[src/rtl/y86_pkg.sv]
// Shared Y86-64 encodings and the execute-stage output bundle.
// Imported by the execute stage, its interface users and the condition evaluator.
package y86_pkg;

    localparam int XLEN = 64;

    localparam logic [3:0] I_HALT   = 4'h0;
    localparam logic [3:0] I_NOP    = 4'h1;
    localparam logic [3:0] I_RRMOVQ = 4'h2;
    localparam logic [3:0] I_IRMOVQ = 4'h3;
    localparam logic [3:0] I_RMMOVQ = 4'h4;
    localparam logic [3:0] I_MRMOVQ = 4'h5;
    localparam logic [3:0] I_OPQ    = 4'h6;
    localparam logic [3:0] I_JXX    = 4'h7;
    localparam logic [3:0] I_CALL   = 4'h8;
    localparam logic [3:0] I_RET    = 4'h9;
    localparam logic [3:0] I_PUSHQ  = 4'hA;
    localparam logic [3:0] I_POPQ   = 4'hB;

    typedef enum logic [1:0] {
        ALU_ADD = 2'b00,
        ALU_SUB = 2'b01,
        ALU_AND = 2'b10,
        ALU_XOR = 2'b11
    } alu_fun_t;

    localparam logic [3:0] C_ALWAYS = 4'h0;
    localparam logic [3:0] C_LE     = 4'h1;
    localparam logic [3:0] C_L      = 4'h2;
    localparam logic [3:0] C_E      = 4'h3;
    localparam logic [3:0] C_NE     = 4'h4;
    localparam logic [3:0] C_GE     = 4'h5;
    localparam logic [3:0] C_G      = 4'h6;

    localparam logic [3:0] REG_NONE = 4'hF;

    // {ZF,SF,OF}
    localparam logic [2:0] CC_RESET = 3'b100;

    typedef struct packed {
        logic            valid;
        logic [3:0]      icode;
        logic            cnd;
        logic [XLEN-1:0] val_e;
        logic [XLEN-1:0] val_a;
        logic [3:0]      dst_e;
        logic [3:0]      dst_m;
    } ex_bundle_t;

    localparam ex_bundle_t BUBBLE = '{
        valid: 1'b0,
        icode: I_NOP,
        cnd:   1'b0,
        val_e: 64'd0,
        val_a: 64'd0,
        dst_e: REG_NONE,
        dst_m: REG_NONE
    };

endpackage

[src/rtl/y86_execute_stage_if.sv]
// Decode-to-execute inputs, pipeline control, and the registered execute bundle.
// The pipeline control side uses master; the execute stage uses slave.
interface y86_execute_stage_if #(parameter int WIDTH = 64);

    logic             d_valid;
    logic [3:0]       d_icode;
    logic [3:0]       d_ifun;
    logic [WIDTH-1:0] d_valA;
    logic [WIDTH-1:0] d_valB;
    logic [WIDTH-1:0] d_valC;
    logic [3:0]       d_dstE;
    logic [3:0]       d_dstM;
    logic             stall;
    logic             flush;
    logic             cc_hold;

    logic             e_valid;
    logic [3:0]       e_icode;
    logic             e_cnd;
    logic [WIDTH-1:0] e_valE;
    logic [WIDTH-1:0] e_valA;
    logic [3:0]       e_dstE;
    logic [3:0]       e_dstM;
    logic [2:0]       cc_out;

    modport master (
        output d_valid, d_icode, d_ifun, d_valA, d_valB, d_valC, d_dstE, d_dstM,
        output stall, flush, cc_hold,
        input  e_valid, e_icode, e_cnd, e_valE, e_valA, e_dstE, e_dstM, cc_out
    );

    modport slave (
        input  d_valid, d_icode, d_ifun, d_valA, d_valB, d_valC, d_dstE, d_dstM,
        input  stall, flush, cc_hold,
        output e_valid, e_icode, e_cnd, e_valE, e_valA, e_dstE, e_dstM, cc_out
    );

endinterface

[src/rtl/alu.sv]
// 64-bit combinational ALU: add, sub (a - b), and, xor with signed overflow.
// Overflow is only meaningful for add and sub.
module alu (
    input  logic [63:0] a,
    input  logic [63:0] b,
    input  logic [1:0]  alufun,
    output logic [63:0] result,
    output logic        overflow
);

    // Result and two's-complement overflow per function
    always_comb begin
        result   = 64'd0;
        overflow = 1'b0;
        case (alufun)
            2'b00: begin
                result   = a + b;
                overflow = (a[63] == b[63]) && (result[63] != a[63]);
            end
            2'b01: begin
                result   = a - b;
                overflow = (a[63] != b[63]) && (result[63] != a[63]);
            end
            2'b10: result = a & b;
            2'b11: result = a ^ b;
            default: begin
                result   = 64'd0;
                overflow = 1'b0;
            end
        endcase
    end

endmodule

[src/rtl/y86_execute_stage_cond_eval.sv]
// Jump / conditional-move condition from the current {ZF,SF,OF} and ifun.
// Unknown condition codes evaluate false.
module cond_eval
    import y86_pkg::*;
(
    input  logic [2:0] cc,
    input  logic [3:0] ifun,
    output logic       cnd
);

    logic zf_s, sf_s, of_s;

    assign zf_s = cc[2];
    assign sf_s = cc[1];
    assign of_s = cc[0];

    // Condition decode
    always_comb begin
        cnd = 1'b0;
        case (ifun)
            C_ALWAYS: cnd = 1'b1;
            C_LE:     cnd = (sf_s ^ of_s) | zf_s;
            C_L:      cnd = sf_s ^ of_s;
            C_E:      cnd = zf_s;
            C_NE:     cnd = ~zf_s;
            C_GE:     cnd = ~(sf_s ^ of_s);
            C_G:      cnd = ~(sf_s ^ of_s) & ~zf_s;
            default:  cnd = 1'b0;
        endcase
    end

endmodule

[src/rtl/y86_execute_stage.sv]
// Y86-64 execute stage: operand/function select, condition codes, and the
// registered bundle handed to the memory stage. WIDTH must be 64 to match alu.
module y86_execute_stage
    import y86_pkg::*;
#(
    parameter int WIDTH      = 64,
    parameter int STACK_STEP = 8
) (
    input  logic             clk,
    input  logic             rst_n,
    y86_execute_stage_if.slave ex
);

    logic [WIDTH-1:0] alu_a_s;
    logic [WIDTH-1:0] alu_b_s;
    logic [WIDTH-1:0] alu_res_s;
    logic             alu_ovf_s;
    alu_fun_t         alu_fun_s;
    logic             cond_s;
    logic             cnd_s;
    logic [2:0]       cc_new_s;
    logic             cc_we_s;
    logic [2:0]       cc_r;
    ex_bundle_t       ex_next_s;
    ex_bundle_t       ex_r;

    // ALU function and operand selection from the decoded instruction
    always_comb begin
        alu_fun_s = ALU_ADD;
        alu_a_s   = '0;
        alu_b_s   = '0;
        if (ex.d_icode == I_OPQ) begin
            alu_fun_s = alu_fun_t'(ex.d_ifun[1:0]);
        end else begin
            alu_fun_s = ALU_ADD;
        end
        case (ex.d_icode)
            I_RRMOVQ, I_OPQ:              alu_a_s = ex.d_valA;
            I_IRMOVQ, I_RMMOVQ, I_MRMOVQ: alu_a_s = ex.d_valC;
            I_CALL, I_PUSHQ:              alu_a_s = '0 - WIDTH'(STACK_STEP);
            I_RET, I_POPQ:                alu_a_s = WIDTH'(STACK_STEP);
            default:                      alu_a_s = '0;
        endcase
        case (ex.d_icode)
            I_RMMOVQ, I_MRMOVQ, I_OPQ, I_CALL,
            I_RET, I_PUSHQ, I_POPQ:       alu_b_s = ex.d_valB;
            default:                      alu_b_s = '0;
        endcase
    end

    // Port a takes aluB so that subq yields valB - valA
    alu u_alu (
        .a        (alu_b_s),
        .b        (alu_a_s),
        .alufun   (alu_fun_s),
        .result   (alu_res_s),
        .overflow (alu_ovf_s)
    );

    // Conditions always look at the CC as it stands before this instruction
    cond_eval u_cond_eval (
        .cc   (cc_r),
        .ifun (ex.d_ifun),
        .cnd  (cond_s)
    );

    // New flags, CC write enable and the effective Cnd
    always_comb begin
        cc_new_s = {(alu_res_s == '0), alu_res_s[WIDTH-1],
                    ((alu_fun_s == ALU_ADD) || (alu_fun_s == ALU_SUB)) ? alu_ovf_s : 1'b0};
        cc_we_s  = ex.d_valid && (ex.d_icode == I_OPQ) && !ex.stall && !ex.flush && !ex.cc_hold;
        if ((ex.d_icode == I_RRMOVQ) || (ex.d_icode == I_JXX)) begin
            cnd_s = cond_s;
        end else begin
            cnd_s = 1'b1;
        end
    end

    // Next output bundle; invalid icodes pass through with a zero valE
    always_comb begin
        ex_next_s = BUBBLE;
        if (ex.d_valid && !ex.flush) begin
            ex_next_s.valid = 1'b1;
            ex_next_s.icode = ex.d_icode;
            ex_next_s.cnd   = cnd_s;
            ex_next_s.val_e = (ex.d_icode > I_POPQ) ? '0 : alu_res_s;
            ex_next_s.val_a = ex.d_valA;
            ex_next_s.dst_e = ((ex.d_icode == I_RRMOVQ) && !cnd_s) ? REG_NONE : ex.d_dstE;
            ex_next_s.dst_m = ex.d_dstM;
        end else begin
            ex_next_s = BUBBLE;
        end
    end

    // Output bundle register; stall holds it even if flush is also raised
    always_ff @(posedge clk or negedge rst_n) begin
        if (!rst_n) begin
            ex_r <= BUBBLE;
        end else if (!ex.stall) begin
            ex_r <= ex_next_s;
        end else begin
            ex_r <= ex_r;
        end
    end

    // Condition-code register
    always_ff @(posedge clk or negedge rst_n) begin
        if (!rst_n) begin
            cc_r <= CC_RESET;
        end else if (cc_we_s) begin
            cc_r <= cc_new_s;
        end else begin
            cc_r <= cc_r;
        end
    end

    assign ex.e_valid = ex_r.valid;
    assign ex.e_icode = ex_r.icode;
    assign ex.e_cnd   = ex_r.cnd;
    assign ex.e_valE  = ex_r.val_e;
    assign ex.e_valA  = ex_r.val_a;
    assign ex.e_dstE  = ex_r.dst_e;
    assign ex.e_dstM  = ex_r.dst_m;
    assign ex.cc_out  = cc_r;

endmodule

[src/flat_wrapper.sv]
// flat-port wrapper written by rule: the top's interface ports become plain ports
module y86_execute_stage_flat import y86_pkg::*;
#(
    parameter int WIDTH      = 64,
    parameter int STACK_STEP = 8
)
  (clk, rst_n, ex_d_valid, ex_d_icode, ex_d_ifun, ex_d_valA, ex_d_valB, ex_d_valC, ex_d_dstE, ex_d_dstM, ex_stall, ex_flush, ex_cc_hold, ex_e_valid, ex_e_icode, ex_e_cnd, ex_e_valE, ex_e_valA, ex_e_dstE, ex_e_dstM, ex_cc_out);
  y86_execute_stage_if #(.WIDTH(WIDTH)) ex_i ();
  input  logic clk;
  input  logic rst_n;
  input wire logic [$bits(ex_i.d_valid)-1:0] ex_d_valid;
  input wire logic [$bits(ex_i.d_icode)-1:0] ex_d_icode;
  input wire logic [$bits(ex_i.d_ifun)-1:0] ex_d_ifun;
  input wire logic [$bits(ex_i.d_valA)-1:0] ex_d_valA;
  input wire logic [$bits(ex_i.d_valB)-1:0] ex_d_valB;
  input wire logic [$bits(ex_i.d_valC)-1:0] ex_d_valC;
  input wire logic [$bits(ex_i.d_dstE)-1:0] ex_d_dstE;
  input wire logic [$bits(ex_i.d_dstM)-1:0] ex_d_dstM;
  input wire logic [$bits(ex_i.stall)-1:0] ex_stall;
  input wire logic [$bits(ex_i.flush)-1:0] ex_flush;
  input wire logic [$bits(ex_i.cc_hold)-1:0] ex_cc_hold;
  output wire logic [$bits(ex_i.e_valid)-1:0] ex_e_valid;
  output wire logic [$bits(ex_i.e_icode)-1:0] ex_e_icode;
  output wire logic [$bits(ex_i.e_cnd)-1:0] ex_e_cnd;
  output wire logic [$bits(ex_i.e_valE)-1:0] ex_e_valE;
  output wire logic [$bits(ex_i.e_valA)-1:0] ex_e_valA;
  output wire logic [$bits(ex_i.e_dstE)-1:0] ex_e_dstE;
  output wire logic [$bits(ex_i.e_dstM)-1:0] ex_e_dstM;
  output wire logic [$bits(ex_i.cc_out)-1:0] ex_cc_out;
  assign ex_i.d_valid = ex_d_valid;
  assign ex_i.d_icode = ex_d_icode;
  assign ex_i.d_ifun = ex_d_ifun;
  assign ex_i.d_valA = ex_d_valA;
  assign ex_i.d_valB = ex_d_valB;
  assign ex_i.d_valC = ex_d_valC;
  assign ex_i.d_dstE = ex_d_dstE;
  assign ex_i.d_dstM = ex_d_dstM;
  assign ex_i.stall = ex_stall;
  assign ex_i.flush = ex_flush;
  assign ex_i.cc_hold = ex_cc_hold;
  assign ex_e_valid = ex_i.e_valid;
  assign ex_e_icode = ex_i.e_icode;
  assign ex_e_cnd = ex_i.e_cnd;
  assign ex_e_valE = ex_i.e_valE;
  assign ex_e_valA = ex_i.e_valA;
  assign ex_e_dstE = ex_i.e_dstE;
  assign ex_e_dstM = ex_i.e_dstM;
  assign ex_cc_out = ex_i.cc_out;
  y86_execute_stage #(.WIDTH(WIDTH), .STACK_STEP(STACK_STEP)) u_core (.clk(clk), .rst_n(rst_n), .ex(ex_i));
endmodule
[config.mk]
export PLATFORM = sky130hd
export DESIGN_NAME = y86_execute_stage_flat
export DESIGN_NICKNAME = d
export VERILOG_FILES = /design/src/rtl/y86_pkg.sv /design/src/rtl/y86_execute_stage_if.sv /design/src/rtl/alu.sv /design/src/rtl/y86_execute_stage_cond_eval.sv /design/src/rtl/y86_execute_stage.sv /design/src/flat_wrapper.sv
export SDC_FILE = /design/constraint.sdc
export NUM_CORES = 1
export LEC_CHECK = 0
export ABC_CLOCK_PERIOD_IN_PS = 4750
export CAP_MARGIN = 20
export CORE_MARGIN = 1
export CORE_UTILIZATION = 42
export CTS_CLUSTER_DIAMETER = 150
export DETAILED_ROUTE_END_ITERATION = 12
export GPL_TIMING_DRIVEN = 0
export PLACE_DENSITY = 0.78
export SYNTH_ARGS = -nofsm -noshare
export SYNTH_HDL_FRONTEND = slang
export SYNTH_SLANG_ARGS = --single-unit
[constraint.sdc]
create_clock -name clk -period 4.75 [get_ports clk]
set_clock_uncertainty 0.1 [all_clocks]
set_input_delay 0.7125 -clock clk [delete_from_list [all_inputs] [get_ports clk]]
set_output_delay 0.7125 -clock clk [all_outputs]
set_load 0.03 [all_outputs]
==> load_flow_metrics.sql <==
INSERT INTO impl_metrics (metric_group, metric, value, unit) VALUES
('run_status', 'run_status', 'complete, but fails checks', ''),
('run_status', 'violations', 'setup timing', ''),
('routing', 'via_count', '22300', ''),
('die', 'dieWidth', '206', 'µm'),
('timing', 'max_freq', '179', 'MHz'),
('synthesis', 'synth_seq_cells', '145', ''),
('timing', 'tightest_slew', '1.08', 'ns'),
('timing', 'final_min_period_over_clock_period', '117', '%'),
('worst_setup_path', 'worst-path-buf-inv', '5', ''),
('global_routing', 'first_pass_grt_wire_length', '133', 'mm'),
('routing', 'post-route-drc-count', '0', ''),
('worst_setup_path', 'crit_path_max_fanout', '10', ''),
('worst_setup_path', 'critical_path_class', 'input port to register', ''),
('placed_design', 'routabilityCongestion', '1.05', ''),
('placed_design', 'place_area', '22000', 'µm²'),
('global_routing', 'grt_start_max_net_pins', '99', ''),
('placed_design', 'place_hpwl', '71.8', 'mm'),
('cells_and_area', 'stdcell_area', '24600', 'µm²'),
('worst_setup_path', 'crit_path_max_incr_delay', '0.87', 'ns'),
('clock_network', 'cts_max_level', '4', ''),
('clock_network', 'numClockSinks', '145', ''),
('worst_setup_path', 'worstPathRequired', '5.11', 'ns'),
('synthesis', 'synth_sequential_area_ratio', '20.8', '%'),
('power_and_ir_drop', 'post-layout-total-power', '6.07', 'mW'),
('clock_network', 'clk_path_buf_depth', '2', ''),
('timing', 'fin_ws', '-0.826', 'ns'),
('worst_setup_path', 'critPathTopFamily', 'simple AND/OR/NAND/NOR gates', ''),
('clock_network', 'number_of_clock_buffers_inserted_by_tritoncts', '17', ''),
('routing', 'drt_iter0_drc', '3115', ''),
('clock_network', 'clock_insertion_delay_at_the_later_pin_of_the_skew_report', '0.51', 'ns'),
('die', 'die_footprint', '42400', 'µm²'),
('routing', 'routed_wl', '92.4', 'mm'),
('clock_network', 'clock_tree.root_cell', 'sky130_fd_sc_hd__clkbuf_16', ''),
('synthesis', 'ranking_of_synthesized_cells_by_area', 'sky130_fd_sc_hd__dfrtp_1 (19%), sky130_fd_sc_hd__ha_1 (11%), sky130_fd_sc_hd__a21oi_1 (6.5%)', ''),
('worst_setup_path', 'startpoint', 'ex_d_icode[3]', ''),
('power_and_ir_drop', 'powerDensity', '246', 'nW/µm²'),
('worst_setup_path', 'critical_path.endpoint_type', 'register', ''),
('synthesis', 'yosys.cell_count.top_type', 'sky130_fd_sc_hd__a21oi_1', ''),
('worst_setup_path', 'cpMaxStageDelayCell', 'sky130_fd_sc_hd__buf_1', ''),
('cells_and_area', 'num-nets-final', '3139', ''),
('clock_network', 'cts_hold_repair.buffers', '0', ''),
('job', 'drv_cap', '0', ''),
('synthesis', 'ys_warn_count', '0', ''),
('timing', 'rsz0062_at_grt', 'yes', ''),
('global_routing', 'globalRouteTotalUtil', '42.3', '%'),
('die', 'floorplan.io_pins', '359', ''),
('synthesis', 'netlist_top_cells_count', 'sky130_fd_sc_hd__a21oi_1 (228), sky130_fd_sc_hd__nand2_1 (208), sky130_fd_sc_hd__nor2_1 (182)', ''),
('synthesis', 'synth-async-reset-ratio', '100', '%'),
('synthesis', 'post_synth_num_cell_types', '96', ''),
('synthesis', 'synth_edf_count', '0', ''),
('worst_setup_path', 'rr_startpoint', 'u_core.ex.cc_out[0]$_DFFE_PN0P_', ''),
('synthesis', 'synth_largest_area_cell', 'sky130_fd_sc_hd__dfrtp_1', ''),
('cells_and_area', 'multi_input_area', '14100', 'µm²'),
('timing', 'slew_headroom', '27.9', '%'),
('synthesis', 'syn-instance-count', '2347', ''),
('power_and_ir_drop', 'power_leakage', '10.5', 'nW'),
('die', 'chipHeight', '206', 'µm'),
('global_routing', 'first_global_vias', '21000', ''),
('routing', 'via_per_inst', '6.72', ''),
('routing', 'final_antenna_net_count', '0', ''),
('cells_and_area', 'syn2layout_area_growth', '41.0', '%'),
('clock_network', 'clkSlewWorstSetupHoldPaths', '0.07', 'ns'),
('placed_design', 'port-buffer-count', '354', ''),
('synthesis', 'synth_top_area_share', '19.3', '%'),
('die', 'core_area', '40900', 'µm²'),
('die', 'rows', '74', ''),
('timing', 'setup_viol_count_final', '14', ''),
('synthesis', 'synth.net_count', '2713', ''),
('synthesis', 'mappedNetlistArea', '17500', 'µm²'),
('timing', 'final.setup.tns', '-3.34', 'ns'),
('timing', 'hold_viol_final', '0', '');
==> state kept, by name, indices dropped and copies added (netlist names) <==
name	cells
u_core.ex.e_icode	4
u_core.ex.e_valA	64
u_core.ex.e_dstM	4
u_core.ex.e_valid	1
u_core.ex.e_dstE	4
u_core.ex.cc_out	3
u_core.ex.e_valE	64
u_core.ex.e_cnd	1
==> timing repair <==
action / CTS / global route
setup endpoints to repair: 62 / 34
endpoints found under the hold margin: 0 / 0
gates resized for setup: 238 / 134
pin swaps: 37 / 21
buffers inserted: 36 / 20
gates cloned: 2 / 2
==> logic make-up after synthesis <==
kind of cell / Yosys count / synth area share, %
adders and majority gates: 152 / 11.0
buffers and inverters: 313 / 6.83
muxes: 29 / 1.70
xor gates and xnor gates: 70 / 3.51
and+or+nand+nor: 750 / 21.5
AOI/OAI and AO/OA: 888 / 34.6
DFF: 145 / 20.8
==> area by class of cell <==
class	instances	area share (%)
inverters	146	2.25
repair buffers	421	17.0
well taps	532	2.70
plain buffers	153	3.51
clock inverters	13	0.472
clock buffers	19	1.84
flip-flops and latches	145	14.8
multi-input cells	1889	57.4
diodes	1	0.0102
==> where the power goes <==
| group | leakage [nW] | switching [mW] | internal [mW] |
|---|---|---|---|
| clock network | 0.281 | 0.696 | 0.713 |
| logic | 8.25 | 2.08 | 1.22 |
| registers | 1.94 | 0.0531 | 1.31 |
| total | 10.5 | 2.83 | 3.24 |
==> layout by cell type (no fill, tap or decap), types with 11 or more instances in the layout <==
master,n
sky130_fd_sc_hd__a22o_1,101
sky130_fd_sc_hd__xnor2_1,50
sky130_fd_sc_hd__and3_1,22
sky130_fd_sc_hd__nor3_1,39
sky130_fd_sc_hd__o21ai_1,28
sky130_fd_sc_hd__ha_2,12
sky130_fd_sc_hd__nor2b_1,72
sky130_fd_sc_hd__nand4_1,34
sky130_fd_sc_hd__mux2i_1,24
sky130_fd_sc_hd__o21ai_0,129
sky130_fd_sc_hd__clkbuf_16,23
sky130_fd_sc_hd__a31oi_1,18
sky130_fd_sc_hd__o31ai_1,27
sky130_fd_sc_hd__and2_1,13
sky130_fd_sc_hd__o211ai_1,18
sky130_fd_sc_hd__nand2_1,205
sky130_fd_sc_hd__a21o_1,30
sky130_fd_sc_hd__nand3_1,34
sky130_fd_sc_hd__nor2_1,176
sky130_fd_sc_hd__clkdlybuf4s50_1,351
sky130_fd_sc_hd__o21a_1,18
sky130_fd_sc_hd__buf_4,55
sky130_fd_sc_hd__clkbuf_1,82
sky130_fd_sc_hd__a221oi_2,22
sky130_fd_sc_hd__a221oi_1,33
sky130_fd_sc_hd__clkbuf_2,28
sky130_fd_sc_hd__nand2b_1,13
sky130_fd_sc_hd__nor4_2,14
sky130_fd_sc_hd__a21oi_2,25
sky130_fd_sc_hd__a21oi_1,198
sky130_fd_sc_hd__o21bai_1,20
sky130_fd_sc_hd__ha_1,136
sky130_fd_sc_hd__xor2_1,17
sky130_fd_sc_hd__o22ai_1,14
sky130_fd_sc_hd__a211oi_1,11
sky130_fd_sc_hd__a221o_1,11
sky130_fd_sc_hd__nor4_1,17
sky130_fd_sc_hd__inv_1,141
sky130_fd_sc_hd__dfrtp_1,135
==> per-layer routing <==
layer,wire [µm],vias to the layer above,global-route usage (%)
li1,-,9600,-
met1,36900,10700,55.1
met2,39100,1634,63.5
met3,11100,355,11.1
met4,5230,2,22.9
met5,51,-,0
==> through the flow <==
step                cells  hold WS [ns]
floorplan            2347         0.317
global placement     3233         0.352
detailed placement   3237         0.357
CTS                  3300        0.0412
global route         3318        0.0838
finish               3319        0.0300
==> worst paths after layout <==
kind / to / slack [ns] / depth (start not counted)
min in group clk: u_core.ex.e_dstM[3]$_DFFE_PN1N_ / 0.36 / 2
worst max register to register: u_core.ex.e_dstE[2]$_DFFE_PN1N_ / 2.47 / 9
worst min-delay path: u_core.ex.e_valA[56]$_DFFE_PN0N_ / 0.03 / 1
worst min register to register: u_core.ex.e_dstM[3]$_DFFE_PN1N_ / 0.36 / 2
worst max-delay path: u_core.ex.cc_out[2]$_DFFE_PN1P_ / -0.83 / 15
max in group asynchronous: u_core.ex.e_valE[24]$_DFFE_PN0N_ / 3.65 / 2
(Power assumes the default switching activity.)
